--- src/rtl/popcount_stream_acc.sv ---
// popcount_stream_acc
// Two-stage streaming popcount accumulator. Stage 1 counts the ones in each
// accepted beat. Stage 2 adds that count into a saturating frame accumulator.
// When the beat marked in_last reaches stage 2, the frame result is loaded
// onto the output registers and the accumulator is cleared.
//
// Build option: define POPCOUNT_APPROX_EN to use the approximate per-beat
// count. Bits are taken in groups of 4 from bit 0, and each full group is
// capped at 3. Any remaining bits are counted exactly. Without the macro,
// the count is exact.
//
// Handshake: a beat transfers on a rising edge where in_valid & in_ready.
// A result transfers where out_valid & out_ready. While a result is held
// (out_valid & ~out_ready) the whole pipeline freezes and in_ready is low.
// When a result transfers and a new result loads in the same cycle,
// out_valid stays high.
module popcount_stream_acc #(
    parameter int N     = 21,
    parameter int ACC_W = 8
) (
    input  logic             clk,
    input  logic             rst,
    input  logic             in_valid,
    output logic             in_ready,
    input  logic [N-1:0]     in_data,
    input  logic             in_last,
    input  logic [ACC_W-1:0] thresh,
    output logic             out_valid,
    input  logic             out_ready,
    output logic [ACC_W-1:0] out_count,
    output logic             out_fire,
    output logic             out_sat
);

    localparam int PC_W = $clog2(N + 1);

    // Per-beat ones count. In approximate mode, each full group of 4 bits
    // contributes at most 3.
    function automatic logic [PC_W-1:0] beat_count(input logic [N-1:0] d);
        logic [PC_W-1:0] c;
        logic [2:0]      gs;
        c  = '0;
        gs = '0;
`ifdef POPCOUNT_APPROX_EN
        for (int g = 0; g < N / 4; g++) begin
            gs = '0;
            for (int b = 0; b < 4; b++) begin
                gs = gs + {2'b00, d[4*g+b]};
            end
            if (gs > 3'd3) begin
                gs = 3'd3;
            end
            c = c + PC_W'(gs);
        end
        for (int i = (N / 4) * 4; i < N; i++) begin
            c = c + PC_W'(d[i]);
        end
`else
        for (int i = 0; i < N; i++) begin
            c = c + PC_W'(d[i]);
        end
`endif
        return c;
    endfunction

    logic            stall;
    logic            accept;
    logic            load;
    logic            s1_valid;
    logic [PC_W-1:0] s1_pc;
    logic            s1_last;
    logic [ACC_W-1:0] acc;
    logic            sat_acc;
    logic [ACC_W:0]  sum_wide;
    logic            sum_ovf;
    logic [ACC_W-1:0] sum;
    logic            sat_f;

    assign stall    = out_valid & ~out_ready;
    assign in_ready = ~stall;
    assign accept   = in_valid & in_ready;
    assign load     = s1_valid & ~stall;

    // Saturating add of the stage-1 count into the running frame sum
    always_comb begin
        sum_wide = {1'b0, acc} + (ACC_W + 1)'(s1_pc);
        sum_ovf  = sum_wide[ACC_W];
        sum      = sum_ovf ? {ACC_W{1'b1}} : sum_wide[ACC_W-1:0];
        sat_f    = sat_acc | sum_ovf;
    end

    // Stage 1: capture the beat count. Hold while the output is stalled.
    always_ff @(posedge clk or posedge rst) begin
        if (rst) begin
            s1_valid <= 1'b0;
            s1_pc    <= '0;
            s1_last  <= 1'b0;
        end else if (!stall) begin
            s1_valid <= accept;
            if (accept) begin
                s1_pc   <= beat_count(in_data);
                s1_last <= in_last;
            end
        end
    end

    // Stage 2: accumulate. On the frame's last beat, load the output
    // registers and clear the accumulator.
    always_ff @(posedge clk or posedge rst) begin
        if (rst) begin
            acc       <= '0;
            sat_acc   <= 1'b0;
            out_valid <= 1'b0;
            out_count <= '0;
            out_fire  <= 1'b0;
            out_sat   <= 1'b0;
        end else begin
            if (load) begin
                if (s1_last) begin
                    out_count <= sum;
                    out_fire  <= (sum >= thresh);
                    out_sat   <= sat_f;
                    acc       <= '0;
                    sat_acc   <= 1'b0;
                end else begin
                    acc       <= sum;
                    sat_acc   <= sat_f;
                end
            end
            if (load && s1_last) begin
                out_valid <= 1'b1;
            end else if (out_valid && out_ready) begin
                out_valid <= 1'b0;
            end
        end
    end

endmodule

--- config.mk ---
export PLATFORM = sky130hd
export DESIGN_NAME = popcount_stream_acc
export DESIGN_NICKNAME = d
export VERILOG_FILES = /design/src/rtl/popcount_stream_acc.sv
export SDC_FILE = /design/constraint.sdc
export NUM_CORES = 1
export LEC_CHECK = 0
export CAP_MARGIN = 10
export CORE_AREA = 2 2 79 73
export DETAILED_ROUTE_END_ITERATION = 10
export DIE_AREA = 0 0 81 75
export GPL_TIMING_DRIVEN = 0
export HOLD_SLACK_MARGIN = 0.05
export PLACE_DENSITY = 0.75
export RECOVER_POWER = 25
export SLEW_MARGIN = 0
export SYNTH_ARGS = -nofsm -noshare
export SYNTH_HDL_FRONTEND = slang
export SYNTH_SLANG_ARGS = --single-unit
--- constraint.sdc ---
create_clock -name clk -period 4.7 [get_ports clk]
set_input_delay 0.94 -clock clk [delete_from_list [all_inputs] [get_ports clk]]
set_output_delay 0.94 -clock clk [all_outputs]
set_load 0.1 [all_outputs]
# After elaboration in Yosys (flattened, before gate mapping)
# Cells that the tools add are included.
[totals] ff_bits=27
[classes] addsub=21 n_lt_le_gt_ge=1 n_mux=5 n_bitwise=6 reduce_logical=5
[ops] cell="5-bit by 1-bit adder with 5-bit output" count=16
[ops] cell="8-bit two-way mux" count=2
[ops] cell="8-bit by 5-bit adder with 9-bit output" count=1
[ops] cell="8-bit >= comparator" count=1
[ops] cell="4-bit by 1-bit adder with 5-bit output" count=1
[ops] cell="3-bit by 1-bit adder with 4-bit output" count=1
[ops] cell="2-bit AND reduction" count=2
[ops] cell="2-bit by 1-bit adder with 3-bit output" count=1
[ops] cell="1-bit bitwise AND" count=3
[ops] cell="1-bit two-way mux" count=3
[ops] cell="1-bit by 1-bit adder with 2-bit output" count=1
[ops] cell="1-bit logical AND" count=2
[ops] cell="1-bit inverter" count=2
[ops] cell="2-bit nonzero test" count=1
[ops] cell="1-bit OR" count=1

# Logic depth before layout (Yosys ltp)
[depth] word_depth=20 mapped_depth=16 mapped_depth_nobuf=16

# Worst setup path before layout
# OpenSTA, ideal clock, no wires.
[synth_path] kind="input -> register" from="in in_data[0]" to="reg s1_pc[1]" setup_time_ns=0.125 arrival_time_ns=4.485 required_ns=4.575 slack_ns=0.091 stages=10 n_path_buf=0 cell_sequence="inv_1 fa_1 fa_1 fa_1 fa_1 fa_1 fa_1 inv_1 fa_1 mux2_2"
[synth_via] elab_chain_len=20
[synth_rtl] element="from (decl)" line="25" source="input logic [N-1:0] in_data,"
[synth_rtl] element="1-bit by 1-bit adder with 2-bit output" line="60" source="c = c + PC_W'(d[i]);"
[synth_rtl] element="2-bit by 1-bit adder with 3-bit output" line="60"
[synth_rtl] element="3-bit by 1-bit adder with 4-bit output" line="60"
[synth_rtl] element="4-bit by 1-bit adder with 5-bit output" line="60"
[synth_rtl] element="5-bit by 1-bit adder with 5-bit output (16 in a row)" line="60"
[synth_rtl] element="to (signal assigned)" line="101" source="s1_pc <= beat_count(in_data);"
[synth_rtl] element="to (decl)" line="70" source="logic [PC_W-1:0] s1_pc;"
# No other way between the ends.
# A chain may end at the register's enable or synchronous reset.

# Worst setup path in the final report
[layout_path] from="in in_data[15]" to="reg s1_pc[1]"
[layout_via] elab_chain_len=6
[layout_rtl] element="5-bit by 1-bit adder with 5-bit output (6 in a row)" line="60"
# No other way between the ends.

==> out/results.tsv <==
metric	value	unit
Worst EP required	4.87	ns
CTS tree	yes	
Slew Limit Fails	0	
Slew HR	32.7	%
num rows	25	
largest stage delay on the critical path	0.53	ns
worst hold path type	reg2reg	
Die Span Y	75	µm
crit end category	flip-flop	
Placed Area	0.00256	mm²
Worst path top cell family by delay	adder cells	
FF-to-FF setup slack	1.57	ns
most frequent cells in the layout	41 x inv_1, 35 x clkdlybuf4s50_1, 27 x dfrtp_1	
Multi-input gate area	0.00118	mm²
GRT Total Usage	13.7	%
worst hold endpoint	out_sat$_DFFE_PP0P_	
Vias/cell	4.73	
fillers	503	
Die Area	0.00608	mm²
FF+latch count, synth	27	
hold_sp	out_sat$_DFFE_PP0P_	
DRT Wirelength	3770	µm
worst-path maximum fanout	2	
R2R cell count	12	
Layout area overhead	28.9	%
layout cells sized above 1	8.46	%
# setup viols final	0	
Arrival @ worst endpoint	4.78	ns
grt ovf	0	
global-route wire length before repair	6570	µm
VDD IR-drop max	390	µV
FF-to-FF End	out_fire$_DFFE_PP0P_	
DRC Markers	0	
CP bufs+invs	3	
Synthesis Warnings	0	
I/O pin count	46	
most frequent CP cell	fa_1	
Critical Path Stages	11	
Mapped Nets	280	
clock sink total	27	
overall power	1.60	mW
reg-to-reg critical path startpoint	s1_pc[0]$_DFFE_PP0P_	
Worst Setup Path Type	in2reg	
Cell Pwr Density	611	mW/mm²
Clock transition at path regs	0.10	ns
CTS root buf	clkbuf_8	
Clock Path Buffers	2	
Synth Instances	211	
DR vias	1548	
crit path time final	4.60	ns
FF+latch area	676	µm²
CP Launch Type	input port	
Die X	81	µm
Final Hold Fails	0	
vias in the first global route	1578	
WL/cell	11.5	µm
core area	0.00519	mm²
mean area per synthesized cell	9.62	µm²
hold depth	2	
total CTS buffers	3	
gpl congestion	0.826	
design area	0.00262	mm²
Seq/Total Area, Yosys	33.3	%
actual slew at the worst max-slew pin	1.01	ns
Fin Hold WS	0.484	ns
Mapped Area	0.00203	mm²
number of max-cap violations	0	
starting density of the core	39.1	%
IO buf count	45	
ANT nets after route	0	
post-CTS setup buffers	0	
crit path max-delay cell type	fa_1	
Clock Skew	0.00982	ns
commonest non-fill, non-tap cell in the layout	inv_1	
initial detailed-routing violation count	50	
worst-skew pair later-pin latency	0.28	ns
Max H-tree Level	1	
outcome	complete, no violations	
Final Cycle Share	98.0	%
post-synth cell types	29	
Ant. Diodes	0	
CP cell instances	dlygate4sd2_1 > fa_1 > inv_1 > fa_1 > fa_1 > fa_1 > fa_1 > fa_2 > inv_2 > fa_2 > mux2_4	
largest net degree at the start of global routing	28	
Leak Pwr	1.34	nW
HPWL Detailed	3140	µm
f_max	217	MHz
initial antenna violation count	0	
DR pass1 iterations	4	
unrepaired setup endpoints after global routing	no	
nets	330	
[registers in the layout, indices dropped and copies added (netlist names)]
signal / cells
s1_pc: 5
out_valid: 1
out_count: 8
acc: 8
s1_last: 1
out_sat: 1
sat_acc: 1
out_fire: 1
s1_valid: 1
[cell usage after synthesis, drive strengths merged]
cell type	n	area share (%)
and4b	1	0.49
and2	4	1.2
a31oi	3	0.92
and3	3	0.92
nand4b	1	0.43
clkbuf	3	0.55
a21oi	13	3.2
a22o	4	1.7
nand2	21	4.0
a21o	4	1.5
fa	16	16
a211o	1	0.43
a221o	1	0.49
inv	43	7.9
xnor2	4	1.7
xor2	1	0.43
o21a	2	0.74
dfrtp	27	33
o21ai	12	3.0
nor2	9	1.7
ha	19	12
o31ai	2	0.74
o22a	1	0.43
nand2b	3	0.92
mux2	8	4.4
nor3	1	0.25
buf	3	0.74
a22oi	1	0.37
[stage by stage]
| stage | TNS, ns | worst slack (ns) | cells | utilization [%] |
|---|---|---|---|---|
| 3_3_place_gp | -1.42 | -0.444 | 323 | 49.4 |
| 4_1_cts | 0 | 0.00621 | 327 | 50.4 |
| 2_1_floorplan | 0 | 0.0907 | 211 | - |
| 5_1_grt | 0 | 0.00160 | 327 | 50.4 |
| 6_report | 0 | 0.0961 | 327 | 50.4 |
| 3_5_place_dp | -1.57 | -0.492 | 323 | 49.4 |
[worst reg2reg max path: cells and delay by family (launching register included)]
| kind | cells | cell delay (ns) |
|---|---|---|
| adders and majority gates | 3 | 0.95 |
| AOI/OAI and AO/OA | 6 | 1.07 |
| DFF | 1 | 0.40 |
| and+or+nand+nor | 3 | 0.61 |
[how the worst max path moves through the flow]
stage,startpoint,endpoint,slack (ns)
floorplan,in_data[0],s1_pc[1]$_DFFE_PP0P_,0.09
global placement,in_data[5],s1_pc[1]$_DFFE_PP0P_,-0.44
detailed placement,in_data[5],s1_pc[1]$_DFFE_PP0P_,-0.49
CTS,in_data[11],s1_pc[1]$_DFFE_PP0P_,0.006
global route,in_data[15],s1_pc[1]$_DFFE_PP0P_,0.002
finish,in_data[15],s1_pc[1]$_DFFE_PP0P_,0.1
[what timing repair did]
item	in CTS	in global routing
hold buffers	0	0
endpoints found under the setup margin	3	3
pin swaps	10	8
gates resized for setup	15	1
[layer usage]
metal	up-vias	track usage, %	part of all wire [%]
li1	780	-	-
met1	744	16.5	43
met2	22	26.3	54
met3	2	2.28	3.1
met4	0	2.07	0.48
met5	-	0	0
[area by class of cell]
type | count | share of cell area [%]
multi-input cells | 135 | 45.2
clock inverters | 1 | 0.287
well taps | 67 | 3.20
clock buffers | 3 | 1.58
flip-flops and latches | 27 | 25.8
inverters | 43 | 6.17
plain buffers | 6 | 1.00
repair buffers | 45 | 16.8
[cells by family after synthesis]
logic type      share of synthesized area (%)
buf+inv                                  9.24
compound gates                           13.5
simple gates                             9.92
fa+ha+maj                                27.5
flops                                    33.3
mux                                      4.44
xor+xnor                                 2.16
[where the power goes]
| group | switching (mW) | total [mW] | internal (mW) |
|---|---|---|---|
| Clock | 0.0748 | 0.135 | 0.0602 |
| Combinational | 0.678 | 1.10 | 0.427 |
| Sequential | 0.0478 | 0.359 | 0.312 |
(Power assumes the default switching activity.)
